### config.mk
export PLATFORM = sky130hd
export DESIGN_NAME = pc_sequencer
export DESIGN_NICKNAME = d
export VERILOG_FILES = /design/src/rtl/pc_sequencer.sv
export SDC_FILE = /design/constraint.sdc
export NUM_CORES = 1
export LEC_CHECK = 0
export ABC_CLOCK_PERIOD_IN_PS = 7800
export BUFFER_PORTS_ARGS = -buffer_cell sky130_fd_sc_hd__buf_2
export CAP_MARGIN = 20
export CORE_ASPECT_RATIO = 0.9
export CORE_UTILIZATION = 35
export CTS_CLUSTER_DIAMETER = 150
export DETAILED_ROUTE_END_ITERATION = 12
export SLEW_MARGIN = 20
export SYNTH_ARGS = -nofsm -noshare
export SYNTH_HDL_FRONTEND = slang
export SYNTH_SLANG_ARGS = --single-unit
export TNS_END_PERCENT = 20
### constraint.sdc
create_clock -name CLK -period 7.8 [get_ports CLK]
set_clock_uncertainty 0.1 [all_clocks]
set_input_delay 0.78 -clock CLK [delete_from_list [all_inputs] [get_ports CLK]]
set_output_delay 0.78 -clock CLK [all_outputs]
set_load 0.02 [all_outputs]
### src/rtl/pc_sequencer.sv
// Program-counter sequencer for the single-cycle MIPS datapath: sequential, branch,
// jump, return-address-stack return, trap redirect, and a stall on memory busywait.
module pc_sequencer #(
  parameter int unsigned      WIDTH      = 32,
  parameter logic [WIDTH-1:0] RESET_ADDR = '0,
  parameter logic [WIDTH-1:0] TRAP_VEC   = WIDTH'(32'h0000_0080),
  parameter int unsigned      RAS_DEPTH  = 4
) (
  input  logic             CLK,
  input  logic             RESET,
  input  logic             busywait,
  input  logic             branch_en,
  input  logic [WIDTH-1:0] branch_offset,
  input  logic             jump_en,
  input  logic [WIDTH-1:0] jump_target,
  input  logic             call_en,
  input  logic             ret_en,
  input  logic             trap,
  output logic [WIDTH-1:0] PC_data,
  output logic [WIDTH-1:0] pc_plus4,
  output logic             ras_empty,
  output logic             ras_full,
  output logic             ras_overflow,
  output logic             ret_err,
  output logic             misalign
);

  localparam int unsigned PW = $clog2(RAS_DEPTH);
  localparam int unsigned CW = PW + 1;
  localparam logic [CW-1:0] DEPTH_C = CW'(RAS_DEPTH);

  logic [WIDTH-1:0] pc_q, pc_d;
  logic [PW-1:0]    top_q, top_d;
  logic [CW-1:0]    cnt_q, cnt_d;
  logic             trap_pend_q, trap_pend_d;
  logic             ovf_q, ovf_d;
  logic             ret_err_q, ret_err_d;
  logic             mis_q, mis_d;
  logic [WIDTH-1:0] ras_q [RAS_DEPTH];

  logic             ras_we;
  logic [PW-1:0]    ras_waddr;
  logic [WIDTH-1:0] target;
  logic             redirect;

  assign pc_plus4 = pc_q + WIDTH'(4);

  always_comb begin
    pc_d        = pc_q;
    top_d       = top_q;
    cnt_d       = cnt_q;
    trap_pend_d = trap_pend_q;
    ovf_d       = ovf_q;
    ret_err_d   = 1'b0;
    mis_d       = 1'b0;
    ras_we      = 1'b0;
    ras_waddr   = top_q + PW'(1);
    target      = pc_plus4;
    redirect    = 1'b0;

    if (busywait) begin
      // A trap arriving mid-stall is remembered and taken once the stall clears.
      trap_pend_d = trap_pend_q | trap;
    end else if (trap || trap_pend_q) begin
      pc_d        = TRAP_VEC;
      trap_pend_d = 1'b0;
    end else begin
      if (ret_en) begin
        if (cnt_q == '0) begin
          ret_err_d = 1'b1;
          if (call_en) begin
            ras_we = 1'b1;
            top_d  = top_q + PW'(1);
            cnt_d  = CW'(1);
          end
        end else begin
          target   = ras_q[top_q];
          redirect = 1'b1;
          // Return+call swaps the top slot in place instead of pop-then-push.
          if (call_en) begin
            ras_we    = 1'b1;
            ras_waddr = top_q;
          end else begin
            top_d = top_q - PW'(1);
            cnt_d = cnt_q - CW'(1);
          end
        end
      end else begin
        if (jump_en) begin
          target   = jump_target;
          redirect = 1'b1;
        end else if (branch_en) begin
          target   = pc_plus4 + branch_offset;
          redirect = 1'b1;
        end
        if (call_en) begin
          ras_we = 1'b1;
          top_d  = top_q + PW'(1);
          if (cnt_q == DEPTH_C) ovf_d = 1'b1;
          else                  cnt_d = cnt_q + CW'(1);
        end
      end

      if (redirect && (target[1:0] != 2'b00)) begin
        pc_d  = TRAP_VEC;
        mis_d = 1'b1;
      end else begin
        pc_d = target;
      end
    end
  end

  always_ff @(posedge CLK) begin
    if (RESET) begin
      pc_q        <= RESET_ADDR;
      top_q       <= '0;
      cnt_q       <= '0;
      trap_pend_q <= 1'b0;
      ovf_q       <= 1'b0;
      ret_err_q   <= 1'b0;
      mis_q       <= 1'b0;
    end else begin
      pc_q        <= pc_d;
      top_q       <= top_d;
      cnt_q       <= cnt_d;
      trap_pend_q <= trap_pend_d;
      ovf_q       <= ovf_d;
      ret_err_q   <= ret_err_d;
      mis_q       <= mis_d;
    end
  end

  // Stack storage is deliberately left uninitialised; count guards every read.
  always_ff @(posedge CLK) begin
    if (!RESET && ras_we) ras_q[ras_waddr] <= pc_plus4;
  end

  assign PC_data      = pc_q;
  assign ras_empty    = (cnt_q == '0);
  assign ras_full     = (cnt_q == DEPTH_C);
  assign ras_overflow = ovf_q;
  assign ret_err      = ret_err_q;
  assign misalign     = mis_q;

endmodule

==> results <==
- For this configuration, the core starts out at a cell density of 35.71%.
- The number of enable-type register cells in the synthesized netlist is 128.
- The total of endpoints with negative setup slack in the final report is 0.
- The worst hold path begins at ras_overflow$_SDFFE_PP0P_.
- Dividing the final minimum period by the clock period gives 62.93%.
- TritonCTS built the clock tree.
- Measured in cells, the most critical reg-to-reg path has a length of 15.
- The number of top-level pins is 141.
- The number of buffers on the longest clock path is 2.
- The placer's final routability congestion estimate is 0.9248.
- In the final routed layout, each cell accounts on average for 22.88 um.
- The count of TritonRoute iterations in the first routing pass is 5.
- The hold path depth is 2.
- The area of the core is 0.02710 mm2.
- The startpoint identified for the worst register-to-register timing path is PC_data[7]$_SDFFE_PP0N_.
- The path class of the tightest hold or removal check is flip-flop to flip-flop.
- Buffers inserted to repair hold after CTS numbered 0.
- Once layout is done, the placed cells without fillers occupy 0.01133 mm2.
- The number of buffers inserted to repair setup after CTS is 0.
- From bottom edge to top edge, the die measures 159.8 um.
- After clock tree synthesis, the clock-pin slew on the worst setup and hold paths is 0.07 ns.
- The global-route wire length before repair is 46260 um.
- Adding up every negative setup slack in the final design gives 0 ns.
- Entering global routing, the biggest net connects 42 pins.
- At the pin with the least slew margin, the transition time is 1.009 ns.
- Data arrives at the worst endpoint at 5.13 ns.
- After the first detailed-routing iteration, the DRC count stood at 638.
- The die is 177.3 um wide.
- sky130_fd_sc_hd__edfxtp_1 is the most common cell in the netlist.
- The routed via count is 7627.
- The number of different library cells used by synthesis comes to 67.
- CTS saw 171 sinks.
- The maximum operating frequency is 0.2037 GHz.
- The post-route antenna net violation count is 0.
- The worst slew slack as a fraction of its limit is 32.24%.
- The average footprint of a synthesized cell is 11.14 um2.
- The total routing resource utilization after global routing is 22.42%.
- The antenna cell count is 0.
- The worst slack at placement is 3.051 ns.
- Across the VDD grid, the largest voltage drop is 0.1494 mV.
- The cell count after synthesis came out at 869.
- The H-tree was split into 4 levels.
- The post-route netlist has 23.16% of its cells at a drive strength greater than 1.
- The number of maximum-capacitance constraint violations is 0.
- Dividing the detail-routed via count by the number of cells gives 5.555.
- In this run the worst setup path begins at PC_data[7]$_SDFFE_PP0N_.
- The area enclosed by the die boundary is 0.02832 mm2.
- The detailed-placement wirelength estimate is 22910 um.
- Once layout is complete, the cells apart from fillers number 1373.
- The share of the Yosys chip area taken by registers is 48.61%.
- In this run the power density over the cells is 187.4 mW/mm2.
- The primary flip-flop cell chosen by synthesis mapping is sky130_fd_sc_hd__edfxtp_1.
- Counting I/O delays and the setup requirement, the final critical path takes 4.908 ns.
- Sorting the synthesized cells by area gives the leading types as sky130_fd_sc_hd__edfxtp_1 40%, sky130_fd_sc_hd__dfxtp_1 8.9%, sky130_fd_sc_hd__mux4_2 7.4%, sky130_fd_sc_hd__ha_1 5.7%, sky130_fd_sc_hd__a21oi_1 3.7%.
- The final-stage net count is 1123.
- The area of the mapped netlist is 0.009678 mm2.
- The number of endpoints with negative hold slack in the final report is 0.
- After synthesis, the largest area contributor takes up 39.72% of total cell area.
- The residual DRC count is 0.
- The share of synthesized flip-flops with an asynchronous set or reset is 0%.
- STA classifies the critical path endpoint as a flip-flop.
- The max-slew violation count was 0.
- Once layout is complete, the utilization of the core stands at 41.81%.
- The sum of overflow across all layers after global routing is 0.
- The kind of start point of the critical path is a flip-flop.
- Along the worst path, the maximum fanout reaches 8.
- The via count of the first global-routing pass is 7287.
- During synthesis, Yosys emitted a total of 0 warnings.
- The flow ran to the end, and the final reports show no timing, DRC or antenna violations.
- For the worst setup path, the data required time is 8.02 ns.
- The number of buffer cells added on primary ports is 140.
- The register bit count reported by yosys is 171.
- The number of nets in the synthesized netlist is 986.
- The setup path with the least slack is of type flip-flop to flip-flop.
- The total number of placement rows is 57.
- The standby leakage power is 4.381 nW.
- Buffers inserted during clock tree synthesis total 17.
- After clock tree synthesis, the repair step resized 0 gates.
- The clock latency of the later-clocked register in the worst-skew pair is 0.44 ns.
- Setup repair after global routing left no endpoint under its margin.
- The clock root buffer master is sky130_fd_sc_hd__clkbuf_16.
- Counting instances in the post-synthesis netlist gives the leading cell types as 128 x sky130_fd_sc_hd__edfxtp_1, 76 x sky130_fd_sc_hd__nor2_1, 71 x sky130_fd_sc_hd__a21oi_1, 64 x sky130_fd_sc_hd__nand2_1, 44 x sky130_fd_sc_hd__ha_1.
- The cell taking the most area after synthesis is sky130_fd_sc_hd__edfxtp_1.
- Setup slack closes at 2.892 ns.
- The placed instances occupy a cell area of 0.01078 mm2.
- The number of filler cells placed in the layout is 2642.
- The placed instance count is 1341.
- The number of antenna violations at the first check in global routing is 0.
- The total routed wirelength is 31410 um.
- The synthesis-to-layout area growth is 17.08%.
## layout by cell type (no fill, tap or decap), types with 28 or more instances in the layout
| master | Yosys | routed |
|---|---|---|
| sky130_fd_sc_hd__buf_2 | 6 | 140 |
| sky130_fd_sc_hd__edfxtp_1 | 128 | 128 |
| sky130_fd_sc_hd__nor2_1 | 76 | 74 |
| sky130_fd_sc_hd__a21oi_1 | 71 | 71 |
| sky130_fd_sc_hd__nand2_1 | 64 | 64 |
| sky130_fd_sc_hd__ha_1 | 44 | 44 |
| sky130_fd_sc_hd__dfxtp_1 | 43 | 42 |
| sky130_fd_sc_hd__xnor2_1 | 37 | 37 |
| sky130_fd_sc_hd__mux4_2 | 32 | 32 |
| sky130_fd_sc_hd__o21ai_0 | 30 | 30 |
| sky130_fd_sc_hd__mux2i_1 | 28 | 28 |
## critical path, cell delays in order, from the launching register on
cell and delay (ns):
sky130_fd_sc_hd__dfxtp_1 0.45, sky130_fd_sc_hd__nand4_1 0.26, sky130_fd_sc_hd__nor3_2 0.52, sky130_fd_sc_hd__and3_1 0.35, sky130_fd_sc_hd__and3_1 0.19, sky130_fd_sc_hd__xor2_1 0.56
sky130_fd_sc_hd__ha_1 0.42, sky130_fd_sc_hd__inv_1 0.13, sky130_fd_sc_hd__o21bai_1 0.09, sky130_fd_sc_hd__a2111oi_1 0.51, sky130_fd_sc_hd__o21ai_1 0.14, sky130_fd_sc_hd__a2111oi_1 0.42
sky130_fd_sc_hd__nor3_1 0.10, sky130_fd_sc_hd__o21ai_1 0.25, sky130_fd_sc_hd__mux2i_1 0.23, sky130_fd_sc_hd__a21oi_1 0.08
## power breakdown
group          internal [mW]  switching, mW
Combinational          0.111          0.191
Sequential             0.986         0.0158
Clock                  0.442          0.377
## sequential cells by signal (all words and copies together), names as in the netlist, named ones only
register,cells
ret_err,1
misalign,1
PC_data,32
top_q,2
trap_pend_q,1
ras_overflow,1
ras_q,128
cnt_q,3
## stage by stage
step / hold WS, ns / power [mW]
final: 0.3787 / 2.123
after floorplan: 0.3748 / 1.214
after global routing: 0.4064 / 2.194
after CTS: 0.3850 / 2.131
after global placement: 0.3629 / 1.320
after detailed placement: 0.3710 / 1.321
## per-layer routing
layer	wire [um]	global-route usage [%]	up-vias
met3	2131	3.857	33
li1	-	-	3578
met4	697	6.682	0
met5	0	0	-
met1	14150	31.90	3720
met2	14430	34.77	296
## cell type report
type / count / area [um2] / area share [%]
multi-input cells: 633 / 4715 / 41.61
well taps: 354 / 442.9 / 3.909
clock buffers: 19 / 432.9 / 3.821
inverters: 29 / 108.9 / 0.9607
repair buffers: 154 / 805.8 / 7.111
flip-flops and latches: 171 / 4706 / 41.53
clock inverters: 13 / 120.1 / 1.060
## cells by family after synthesis
group           share of synthesized area (%)
flops                                   48.61
simple gates                            11.86
xor+xnor                                4.796
mux                                     10.69
fa+ha+maj                               5.895
buf+inv                                 2.986
compound gates                          15.16
## path summary, 6_finish.rpt
check,endpoint,slack (ns)
worst max-delay path,PC_data[31]$_SDFFE_PP0N_,2.89
worst min-delay path,ras_overflow$_SDFFE_PP0P_,0.38
worst max register to register,PC_data[31]$_SDFFE_PP0N_,2.89
worst min register to register,ras_overflow$_SDFFE_PP0P_,0.38
No activity file was read; power rests on OpenSTA's default activity.
